===== config.mk =====
export PLATFORM = sky130hd
export DESIGN_NAME = om_port_arbiter
export DESIGN_NICKNAME = d
export VERILOG_FILES = /design/src/rtl/om_pkg.sv /design/src/rtl/rr_pick.sv /design/src/rtl/om_port_arbiter.sv
export SDC_FILE = /design/constraint.sdc
export NUM_CORES = 1
export LEC_CHECK = 0
export CORE_ASPECT_RATIO = 0.5
export CORE_MARGIN = 4
export CORE_UTILIZATION = 35
export CTS_CLUSTER_SIZE = 25
export DETAILED_ROUTE_END_ITERATION = 12
export PLACE_DENSITY = 0.82
export SYNTH_ARGS = -nofsm -noshare
export SYNTH_HDL_FRONTEND = slang
export SYNTH_SLANG_ARGS = --single-unit
export TNS_END_PERCENT = 50

===== constraint.sdc =====
create_clock -name clk -period 2.5 [get_ports clk]
set_input_delay 0.5 -clock clk [delete_from_list [all_inputs] [get_ports clk]]
set_output_delay 0.5 -clock clk [all_outputs]
set_load 0.01 [all_outputs]

===== src/rtl/om_pkg.sv =====
// Object memory map shared by the arbiter, game logic and renderer:
// 100 play cells followed by level metadata, cell type in bits [10:8].
package om_pkg;

  localparam int OM_AW        = 7;
  localparam int OM_DW        = 11;
  localparam int OM_DEPTH     = 103;
  localparam int OM_META_BASE = 100;
  localparam int OM_TYPE_LSB  = 8;

  typedef enum logic [2:0] {
    CELL_EMPTY          = 3'd0,
    CELL_TARGET         = 3'd1,
    CELL_WALL           = 3'd2,
    CELL_PLAYER         = 3'd3,
    CELL_BOX            = 3'd5,
    CELL_BOX_ON_TARGET  = 3'd6
  } om_cell_e;

  typedef enum logic {
    ARB_IDLE  = 1'b0,
    ARB_OWNED = 1'b1
  } arb_state_e;

  function automatic om_cell_e om_cell_type(input logic [OM_DW-1:0] word);
    return om_cell_e'(word[OM_TYPE_LSB +: 3]);
  endfunction

  function automatic logic om_is_meta(input logic [OM_AW-1:0] a);
    return (a >= OM_AW'(OM_META_BASE)) && (a < OM_AW'(OM_DEPTH));
  endfunction

endpackage


===== src/rtl/rr_pick.sv =====
// Round-robin selector: first set request at or after ptr, wrapping,
// returned as a one-hot vector (all zero when nothing is requested).
module rr_pick
  import om_pkg::*;
#(
  parameter int NREQ = 3,
  localparam int PW  = (NREQ > 1) ? $clog2(NREQ) : 1
) (
  input  logic [NREQ-1:0] req,
  input  logic [PW-1:0]   ptr,
  output logic [NREQ-1:0] gnt
);

  logic found;
  int   idx;

  always_comb begin
    gnt   = '0;
    found = 1'b0;
    idx   = 0;
    for (int k = 0; k < NREQ; k++) begin
      idx = (int'(ptr) + k) % NREQ;
      if (!found && req[idx]) begin
        gnt[idx] = 1'b1;
        found    = 1'b1;
      end
    end
  end

endmodule


===== src/rtl/om_port_arbiter.sv =====
// Round-robin arbiter in front of the single-port object memory with burst
// locking, starvation bound, tagged read return and address range protection.
module om_port_arbiter
  import om_pkg::*;
#(
  parameter int NREQ      = 3,
  parameter int AW        = OM_AW,
  parameter int DW        = OM_DW,
  parameter int DEPTH     = OM_DEPTH,
  parameter int MAX_BURST = 16
) (
  input  logic              clk,
  input  logic              reset,
  input  logic [NREQ-1:0]   req,
  input  logic [NREQ-1:0]   lock,
  input  logic [NREQ*AW-1:0] addr,
  input  logic [NREQ*DW-1:0] wdata,
  input  logic [NREQ-1:0]   we,
  output logic [NREQ-1:0]   gnt,
  output logic [NREQ-1:0]   rvalid,
  output logic [DW-1:0]     rdata,
  output logic              err,
  output logic [AW-1:0]     mem_addr,
  output logic [DW-1:0]     mem_wdata,
  output logic              mem_wren,
  input  logic [DW-1:0]     mem_rdata
);

  localparam int PW = (NREQ > 1) ? $clog2(NREQ) : 1;
  localparam int BW = $clog2(MAX_BURST + 1);

  arb_state_e      state_q;
  logic [NREQ-1:0] gnt_q;
  logic [NREQ-1:0] rvalid_q;
  logic [PW-1:0]   ptr_q;
  logic [BW-1:0]   burst_q;
  logic            rd_oor_q;
  logic            err_q;

  logic [AW-1:0]   own_addr;
  logic [DW-1:0]   own_wdata;
  logic            own_we;
  logic            own_req;
  logic            own_lock;

  logic [NREQ-1:0] others;
  logic            others_pend;
  logic [NREQ-1:0] pick_oh;
  logic [PW-1:0]   pick_idx;
  logic [PW-1:0]   ptr_d;
  logic [BW-1:0]   burst_d;
  logic            burst_max;
  logic            take_grant;
  logic            in_range;
  logic            rd_issue;

  // Owner's request fields; all zero when nobody holds the grant.
  always_comb begin
    own_addr  = '0;
    own_wdata = '0;
    own_we    = 1'b0;
    own_req   = 1'b0;
    own_lock  = 1'b0;
    for (int i = 0; i < NREQ; i++) begin
      if (gnt_q[i]) begin
        own_addr  = addr[i*AW +: AW];
        own_wdata = wdata[i*DW +: DW];
        own_we    = we[i];
        own_req   = req[i];
        own_lock  = lock[i];
      end
    end
  end

  // In IDLE gnt_q is zero, so "others" is simply every pending request.
  assign others      = req & ~gnt_q;
  assign others_pend = |others;

  rr_pick #(
    .NREQ (NREQ)
  ) u_rr_pick (
    .req (others),
    .ptr (ptr_q),
    .gnt (pick_oh)
  );

  always_comb begin
    pick_idx = '0;
    for (int i = 0; i < NREQ; i++) begin
      if (pick_oh[i]) begin
        pick_idx = PW'(i);
      end
    end
  end

  assign ptr_d     = (pick_idx == PW'(NREQ - 1)) ? '0 : pick_idx + 1'b1;
  assign burst_d   = burst_q + 1'b1;
  assign burst_max = (burst_q >= BW'(MAX_BURST - 1));

  // A new owner is taken whenever someone else waits and the current owner
  // has dropped out, does not lock, or is on its last allowed locked access.
  assign take_grant = others_pend &
                      ((state_q == ARB_IDLE) | ~own_req | ~own_lock | burst_max);

  assign in_range  = ({1'b0, own_addr} < (AW+1)'(DEPTH));
  assign rd_issue  = own_req & ~own_we;

  assign mem_addr  = own_addr;
  assign mem_wdata = own_wdata;
  assign mem_wren  = ~reset & own_req & own_we & in_range;

  always_ff @(posedge clk) begin
    if (reset) begin
      state_q  <= ARB_IDLE;
      gnt_q    <= '0;
      ptr_q    <= '0;
      burst_q  <= '0;
      rvalid_q <= '0;
      rd_oor_q <= 1'b0;
      err_q    <= 1'b0;
    end else begin
      rvalid_q <= rd_issue ? gnt_q : '0;
      rd_oor_q <= rd_issue & ~in_range;
      err_q    <= own_req & ~in_range;
      if (take_grant) begin
        state_q <= ARB_OWNED;
        gnt_q   <= pick_oh;
        ptr_q   <= ptr_d;
        burst_q <= '0;
      end else begin
        unique case (state_q)
          ARB_IDLE: begin
            gnt_q <= '0;
          end
          ARB_OWNED: begin
            if (!own_req) begin
              state_q <= ARB_IDLE;
              gnt_q   <= '0;
              burst_q <= '0;
            end else if (others_pend) begin
              burst_q <= burst_d;
            end
          end
        endcase
      end
    end
  end

  assign gnt    = gnt_q;
  assign rvalid = rvalid_q;
  assign err    = err_q;
  // Out-of-range reads still complete, but never expose memory contents.
  assign rdata  = (|rvalid_q && !rd_oor_q) ? mem_rdata : '0;

endmodule


Word level (Yosys, flattened, before mapping)
Index checks and enable logic that the tools add are counted.

operators by class
  $add $sub $neg = 4
  $mul = 0
  divide/modulo/power cells = 3
  $lt $le $gt $ge = 8
  equality and inequality tests = 3
  shift operators = 0
  muxes and demuxes = 47
  bitwise logic cells = 21
  reduce and logical (&&, ||, !) cells = 14

operators by type and width
  kind                                                                            count
  32-bit by 1-bit >= comparator with 1-bit output (second input constant)         3
  32-bit by 4-bit less-than comparator with 1-bit output (second input constant)  3
  32-bit by 3-bit remainder unit with 32-bit output (second input constant)       2
  11-bit 2-to-1 mux                                                               4
  3-bit by 3-bit remainder unit with 32-bit output (second input constant)        1
  1-bit 2-to-1 mux                                                                24
  7-bit 2-to-1 mux                                                                3
  3-bit 2-to-1 mux                                                                5
  5-bit 2-to-1 mux                                                                2
  1-bit bitwise AND                                                               7
  7-bit less-than comparator (second input constant)                              1
  1-bit inverter                                                                  7
  1-bit binary-select mux with 2-bit select                                       3
  1-bit demux with 2-bit select                                                   3
  1-bit logical AND                                                               6
  3-bit bitwise OR                                                                2
  3-bit case mux with 2 select lines                                              1
  3-bit OR reduction                                                              2
  5-bit by 1-bit adder with 5-bit output (second input constant)                  1
  5-bit by 4-bit >= comparator with 1-bit output (second input constant)          1
  2-bit 2-to-1 mux                                                                2
  2-bit OR reduction                                                              2
  2-bit by 1-bit adder with 3-bit output (second input constant)                  1
  2-bit by 2-bit adder with 3-bit output (second input constant)                  1
  other kinds (9)                                                                 13

word-level totals
  bits in registers = 16
  latch bits = 0
  bits in writable memories = 0
  ROM bits = 0
  input bits = 76
  output and inout bits = 37
  logic and storage cells = 107
  memories = 0

Depth between registers and ports, before layout
Gate-level depths: netlist (run 1).

  depth after elaboration = 16
  gate-level depth with buffers = 8
  mapped depth without buffers = 8

Cells and area by module
From an unflattened synthesis (run 1), not the netlist that was laid out.

second synthesis, totals
  cell total of the unflattened synthesis = 215
  area, all modules = 1676.6 µm²

modules (own cells, without submodules)
  module           times used  cells each  area each (µm²)  seq. area each (µm²)
  om_port_arbiter  1           180         1411.4           320.3
  rr_pick          1           35          265.3            0.0

Worst setup path after synthesis (run 1)
OpenSTA, ideal clock, no wires.

  kind = flip-flop to output port
  from = reg gnt_q[1] (netlist: gnt[1])
  to = out mem_wren
  arrival time = 1.526 ns
  data required time = 2.000 ns
  setup slack = 0.474 ns
  cell stages (with the launch flop) = 7
  buffers on the path = 1
  path through = dfxtp_1 > buf_4 > nand3b_1 > a31oi_1 > a311o_1 > nand3_1 > and3_1

between the ends
  elaborated cells between the ends (all ways) = 10
  those cells by class = order compare (1); mux (6); bitwise (3)

RTL lines
  element                        line                    text
  start, declared                om_port_arbiter.sv:33   logic [NREQ-1:0] gnt_q;
  start signal, assigned         om_port_arbiter.sv:127  gnt_q <= pick_oh;
  7-bit 2-to-1 mux (2 in a row)  om_port_arbiter.sv:65   if (gnt_q[i]) begin
  named net mem_addr[2]          om_port_arbiter.sv:23   output logic [AW-1:0] mem_addr,
  7-bit less-than comparator     om_port_arbiter.sv:105  assign in_range = ({1'b0, own_addr} < (AW+1)'(DEPTH));
  1-bit bitwise AND              om_port_arbiter.sv:110  assign mem_wren = ~reset & own_req & own_we & in_range;
  end, declared                  om_port_arbiter.sv:25   output logic mem_wren,

The timed path passes the listed nets, and every way through them passes these cells.

Worst setup path after layout (run 1)
  from = in addr[7]
  to = out mem_wren

between the ends
  word-level cells in the longest chain between the ends = 4

ends and longest elaborated chain
  element                        line                    text
  start, declared                om_port_arbiter.sv:16   input logic [NREQ*AW-1:0] addr,
  7-bit 2-to-1 mux (2 in a row)  om_port_arbiter.sv:65
  7-bit less-than comparator     om_port_arbiter.sv:105
  1-bit bitwise AND              om_port_arbiter.sv:110

No other way between the ends.

==> impl_metrics.toml, run 1 <==
[cts]
tritoncts = "done"
clkSlewWorstSetupHoldPaths_ns = 0.06
cts_max_level = 1
cts_root_buf = "clkbuf_8"
clock-sinks = 16
ctsHoldBuffers = 0
cts_buffers = 3
clk_latency_ns = 0.25
cts_buffer_depth = 2

[die]
die_x_um = 102
start_util = 0.379
io_pins = 113
die-area_sq_um = 5590
rows = 16
die_h_um = 54.9
core-area_sq_um = 4060

[pwr]
power.switching_uw = 956
peakVddDrop_v = 0.000651
power_switching_share = 0.422
intPower_uw = 1310
pwr-share-seq = 0.151
clockPowerShare = 0.100
p_comb_frac = 0.749
p_leak_uw = 0.00108
power_density_nw_per_um2 = 777

[synthesis]
ys_seq_elements = 16
async_flop_share = 0
synthCells = 206
yosys_warnings = 0
syn-cell-area_sq_um = 1540
synth-main-ff-cell = "dfxtp_1"
syn_area_per_cell_sq_um = 7.48
synth_edf_count = 0
synth_fp_nets = 288
synth.yosys.seq_area_share = 0.208
ys_types = 53

[sta]
setup_ws_ns = 0.0574
finalSetupViolCount = 0
slew_violations = 0
tightest_slew_ns = 0.585
finalClockSkew_ns = 0.00205
timing.fmax_ghz = 0.409
hold_ws_ns = 0.527
period_share = 0.977
min_period_ns = 2.44
hold_viol_final = 0
slew-limit-headroom = 0.609

[global_routing]
grt_max_degree = 23
grt_use_met2 = 0.393
grtUsageTotal = 0.200
use_met1 = 0.223
antenna_found_initial = 0
grt_pass1_wl_um = 8970
grt.met3_usage = 0.0563
grt_pass1_vias = 1904
busiest_layer = "met2"
overflow = 0

[cells_and_area]
n_antenna_cell = 0
fillers = 340
seq_area_sq_um = 323
syn_to_final_growth_pct = 89.2
fin_nets = 412
layout-drive-gt1-share = 0.131
multi_input_area_sq_um = 1170
layout_commonest_cell = "clkdlybuf4s50_1"
final_cell_mix = "clkdlybuf4s50_1, nand2_1, buf_4, a22oi_1, o21ai_0"

[critical_path]
cp-end-kind = "output pin"
arrival_ns = 1.94
crit_path_top_delay_cell = "clkdlybuf4s50_1"
crit_chain = "clkdlybuf4s50_1, a21oi_2, a2bb2oi_1, a311o_1, nand3_2, and3_1, clkdlybuf4s15_2"
crit_path_max_fanout = 2
crit_path_start_kind = "input port"
cp.required_ns = 2.00
slowest_delay_ns = 0.42
crit_type = "in2out"

[drt]
drt_pre_antenna_iters = 4
viasPerCell = 5.36
drt_iter0_drc = 79
postRouteAntennaNets = 0
wl_per_cell_um = 16.1
vias = 2052
drc_errors = 0
drt_wl_total_um = 6150

[hold_path]
holdCritPathClass = "reg2reg"

[flow_run]
cap_violations = 0

[placement]
hpwlAfterDp_um = 4860
gp_congestion = 0.970
portBuffers = 112
dp_slack_ns = -0.315

[run_status]
status = "finished, final reports clean"
## timing repair
| action | CTS | global route |
|---|---|---|
| endpoints found under the setup margin | 12 | 12 |
| buffers inserted | 0 | 1 |
| pin swaps | 1 | 5 |
| gates resized for setup | 5 | 8 |
## critical path, delay by kind of cell
family / cells / cell delay (ns)
AOI/OAI and AO/OA: 3 / 0.58
and+or+nand+nor: 2 / 0.23
buffers and inverters: 2 / 0.64
## final cells by class
class,count,area share
tap,54,0.0232
clock buffer,4,0.0189
inverter,8,0.0103
sequential,16,0.111
timing repair buffer,132,0.437
multi-input combinational,169,0.400
## per-layer routing
layer / vias to the layer above / wire, um
met3: 8 / 521
met4: 0 / 61
met2: 88 / 3150
met5: - / 0
li1: 1009 / -
met1: 947 / 2420
## path summary, 6_finish.rpt
check / startpoint / endpoint / slack [ns] / cells after the start
min reg2reg: burst_q[3] / burst_q[3] / 0.53 / 2
max: addr[7] / mem_wren / 0.06 / 7
max reg2reg: ptr_q[0] / gnt[2] / 0.39 / 7
min: burst_q[3] / burst_q[3] / 0.53 / 2
## synth_stat cells, types with 2 or more instances
library cell	number	share of area
a21oi_1	10	0.032
a22oi_1	17	0.083
a2bb2oi_1	3	0.017
a31oi_1	3	0.012
and2_1	13	0.053
and3_1	3	0.012
buf_2	6	0.019
clkbuf_1	5	0.012
dfxtp_1	16	0.21
ha_1	6	0.049
inv_1	8	0.019
nand2_1	21	0.051
nand2b_1	4	0.016
nand3_1	3	0.0097
nand3b_1	8	0.039
nand4_1	3	0.012
nand4b_1	3	0.017
nor2_1	11	0.027
nor2b_1	6	0.024
nor3_1	4	0.013
nor4_1	2	0.0081
nor4bb_1	3	0.019
o21ai_0	15	0.049
o21ai_1	3	0.0097
or3b_1	2	0.011
## stage by stage
step	setup TNS [ns]	total power [uW]	utilization	cell area (sq um)	cells
6_report	0	2270	0.718	2920	383
5_1_grt	-0.0133	2420	0.718	2920	383
4_1_cts	-0.0215	2230	0.707	2870	382
3_5_place_dp	-0.315	1990	0.692	2810	378
3_3_place_gp	-0.259	1950	0.692	2810	378
2_1_floorplan	0	1230	-	1540	206
## cells by family after synthesis
logic type	count (synthesis)	synth area share
AOI/OAI and AO/OA	67	0.309
adders and majority gates	6	0.0487
buffers and inverters	21	0.0584
DFF	16	0.208
muxes	1	0.00649
and+or+nand+nor	95	0.369
## power groups by stage
stage | registers, uW | clock network, uW | logic, uW
2_1_floorplan | 339 | 0 | 892
3_3_place_gp | 341 | 0 | 1610
3_5_place_dp | 342 | 0 | 1650
4_1_cts | 338 | 233 | 1660
5_1_grt | 349 | 246 | 1820
6_report | 342 | 228 | 1700
## state kept, by name (all words and copies together), names as in the netlist
name	count
state_q	1
gnt	3
rd_oor_q	1
rvalid	3
ptr_q	2
err	1
burst_q	5
(Power assumes the default switching activity.)
==> run 2: changes to the inputs <==
- CTS_CLUSTER_SIZE: 25 -> 24
==> results of run 2 <==
The final DEF is identical to that of run 1; final timing and power are the same.
==> run 3: changes to the inputs <==
- GPL_TIMING_DRIVEN: default -> 0
==> run 3 against run 2 <==
Cell count shrank 1.8%. Die area is the same. Non-clock buffer count shrank 6. Clock-buffer cell count shrank 1. Critical path type unchanged.
==> impl_metrics.toml, run 3 (synthesized netlist as in run 1, its figures left out) <==
[run_status]
status = "finished, final reports clean"

[cts]
cts_max_level = 1
cts_buffer_depth = 2
clock-sinks = 16
ctsHoldBuffers = 0
tritoncts = "done"
cts_buffers = 3
clkSlewWorstSetupHoldPaths_ns = 0.06
cts_root_buf = "clkbuf_8"
clk_latency_ns = 0.24

[placement]
hpwlAfterDp_um = 4990
portBuffers = 112
placed_area_sq_um = 2730
gp_congestion = 0.784

[global_routing]
grtUsageTotal = 0.207
grt.met3_usage = 0.0476
grt_max_degree = 11
busiest_layer = "met2"
grt_use_met2 = 0.403
antenna_found_initial = 0
grt_pass1_wl_um = 9140
overflow = 0
grt_pass1_vias = 1867
use_met1 = 0.244

[pwr]
peakVddDrop_v = 0.000525
p_leak_uw = 0.00114
power_density_nw_per_um2 = 760

[critical_path]
rr_worst_depth = 8
crit_path_start_kind = "input port"
crit_path_max_fanout = 8
rr_startpoint = "ptr_q[0]"
r2r-end = "gnt[0]"
crit_type = "in2out"
arrival_ns = 1.98
cp.required_ns = 2.00
endpoint = "mem_wren"
rrSetupSlack_ns = 0.44
cp-end-kind = "output pin"
critical_path.startpoint = "req[1]"

[cells_and_area]
top_register = "burst_q"
largest_register_ffs = 5
layout-drive-gt1-share = 0.106
fillers = 351
final_util = 0.707
syn_to_final_growth_pct = 86.3
layout_commonest_cell = "clkdlybuf4s50_1"
fin_nets = 406
n_antenna_cell = 0
final_cell_mix = "clkdlybuf4s50_1, nand2_1, a22oi_1, o21ai_0"
final_area_sq_um = 2870

[drt]
drc_errors = 0
drt_iter0_drc = 57
wl_per_cell_um = 16.3
viasPerCell = 5.31
drt_pre_antenna_iters = 4
postRouteAntennaNets = 0
vias = 1998
drt_wl_total_um = 6120

[die]
die_h_um = 54.9
rows = 16
die_x_um = 102
die-area_sq_um = 5590
io_pins = 113
core-area_sq_um = 4060
start_util = 0.379

[sta]
min_period_ns = 2.48
slew-limit-headroom = 0.675
tns_ns = 0
timing.fmax_ghz = 0.403
slew_violations = 0
period_share = 0.994
tightest_slew_ns = 0.486
rsz0062_at_grt = "true"
hold_viol_final = 0
hold_ws_ns = 0.521
finalSetupViolCount = 0
finalClockSkew_ns = 0.00140

[hold_path]
holdCritPathClass = "reg2reg"

[flow_run]
cap_violations = 0
-- run 3: cell types whose count changed in the layout (fill, tap and decap cells not counted), sizes merged --
cell           before  now
buf                20    9
clkdlybuf4s50     110  103
dlymetal6s2s        1    8
clkbuf              4    8
-- run 3: layout make-up --
type                       instances  area, sq um  share of cell area
multi-input combinational        169         1170               0.407
inverter                           8         30.0              0.0105
tap                               54         67.6              0.0235
buffer                            13         88.8              0.0309
clock buffer                       3         41.3              0.0144
timing repair buffer             113         1150               0.400
sequential                        16          327               0.114
-- run 3: metrics by stage --
step                      worst slack (ns)  std cells  total power (uW)
final                               0.0160        376              2180
after global routing               -0.0673        376              2350
after CTS                          -0.0150        376              2170
after detailed placement            -0.408        372              1910
after global placement              -0.306        372              1870
after floorplan                      0.474        206              1230
-- run 3: critical path, stage by stage --
cell             delay (ns)
clkdlybuf4s50_1        0.48
a21o_1                 0.26
o21ai_4                0.24
nor2_1                 0.08
and3_1                 0.20
clkdlybuf4s15_2        0.22
-- run 3: worst min-delay path by stage --
stage                       endpoint  slack (ns)        from  cells past startpoint
final                     burst_q[3]        0.52  burst_q[3]                      2
after global routing      burst_q[3]        0.56  burst_q[3]                      2
after CTS                 burst_q[3]        0.52  burst_q[3]                      2
after detailed placement  burst_q[3]        0.51  burst_q[3]                      2
after global placement    burst_q[3]        0.49  burst_q[3]                      2
after floorplan           burst_q[3]        0.47  burst_q[3]                      2
-- run 3: power by group --
part	switching (uW)	internal, uW	leakage (uW)
Sequential	51.1	298	0.000132
Clock	81.2	107	0.0000216
Combinational	812	833	0.000988
Total	944	1240	0.00114
-- run 3: timing repair --
action,CTS,global route
buffers inserted,1,0
gates resized for setup,21,15
setup endpoints to repair,14,14
pin swaps,1,1
-- run 3: layer usage --
layer  part of all wire  vias to the layer above  wire (um)
met4             0.0065                        0         40
met5                  0                        -          0
met1               0.40                      926       2440
met3              0.084                        4        516
li1                   -                      998          -
met2               0.51                       70       3120
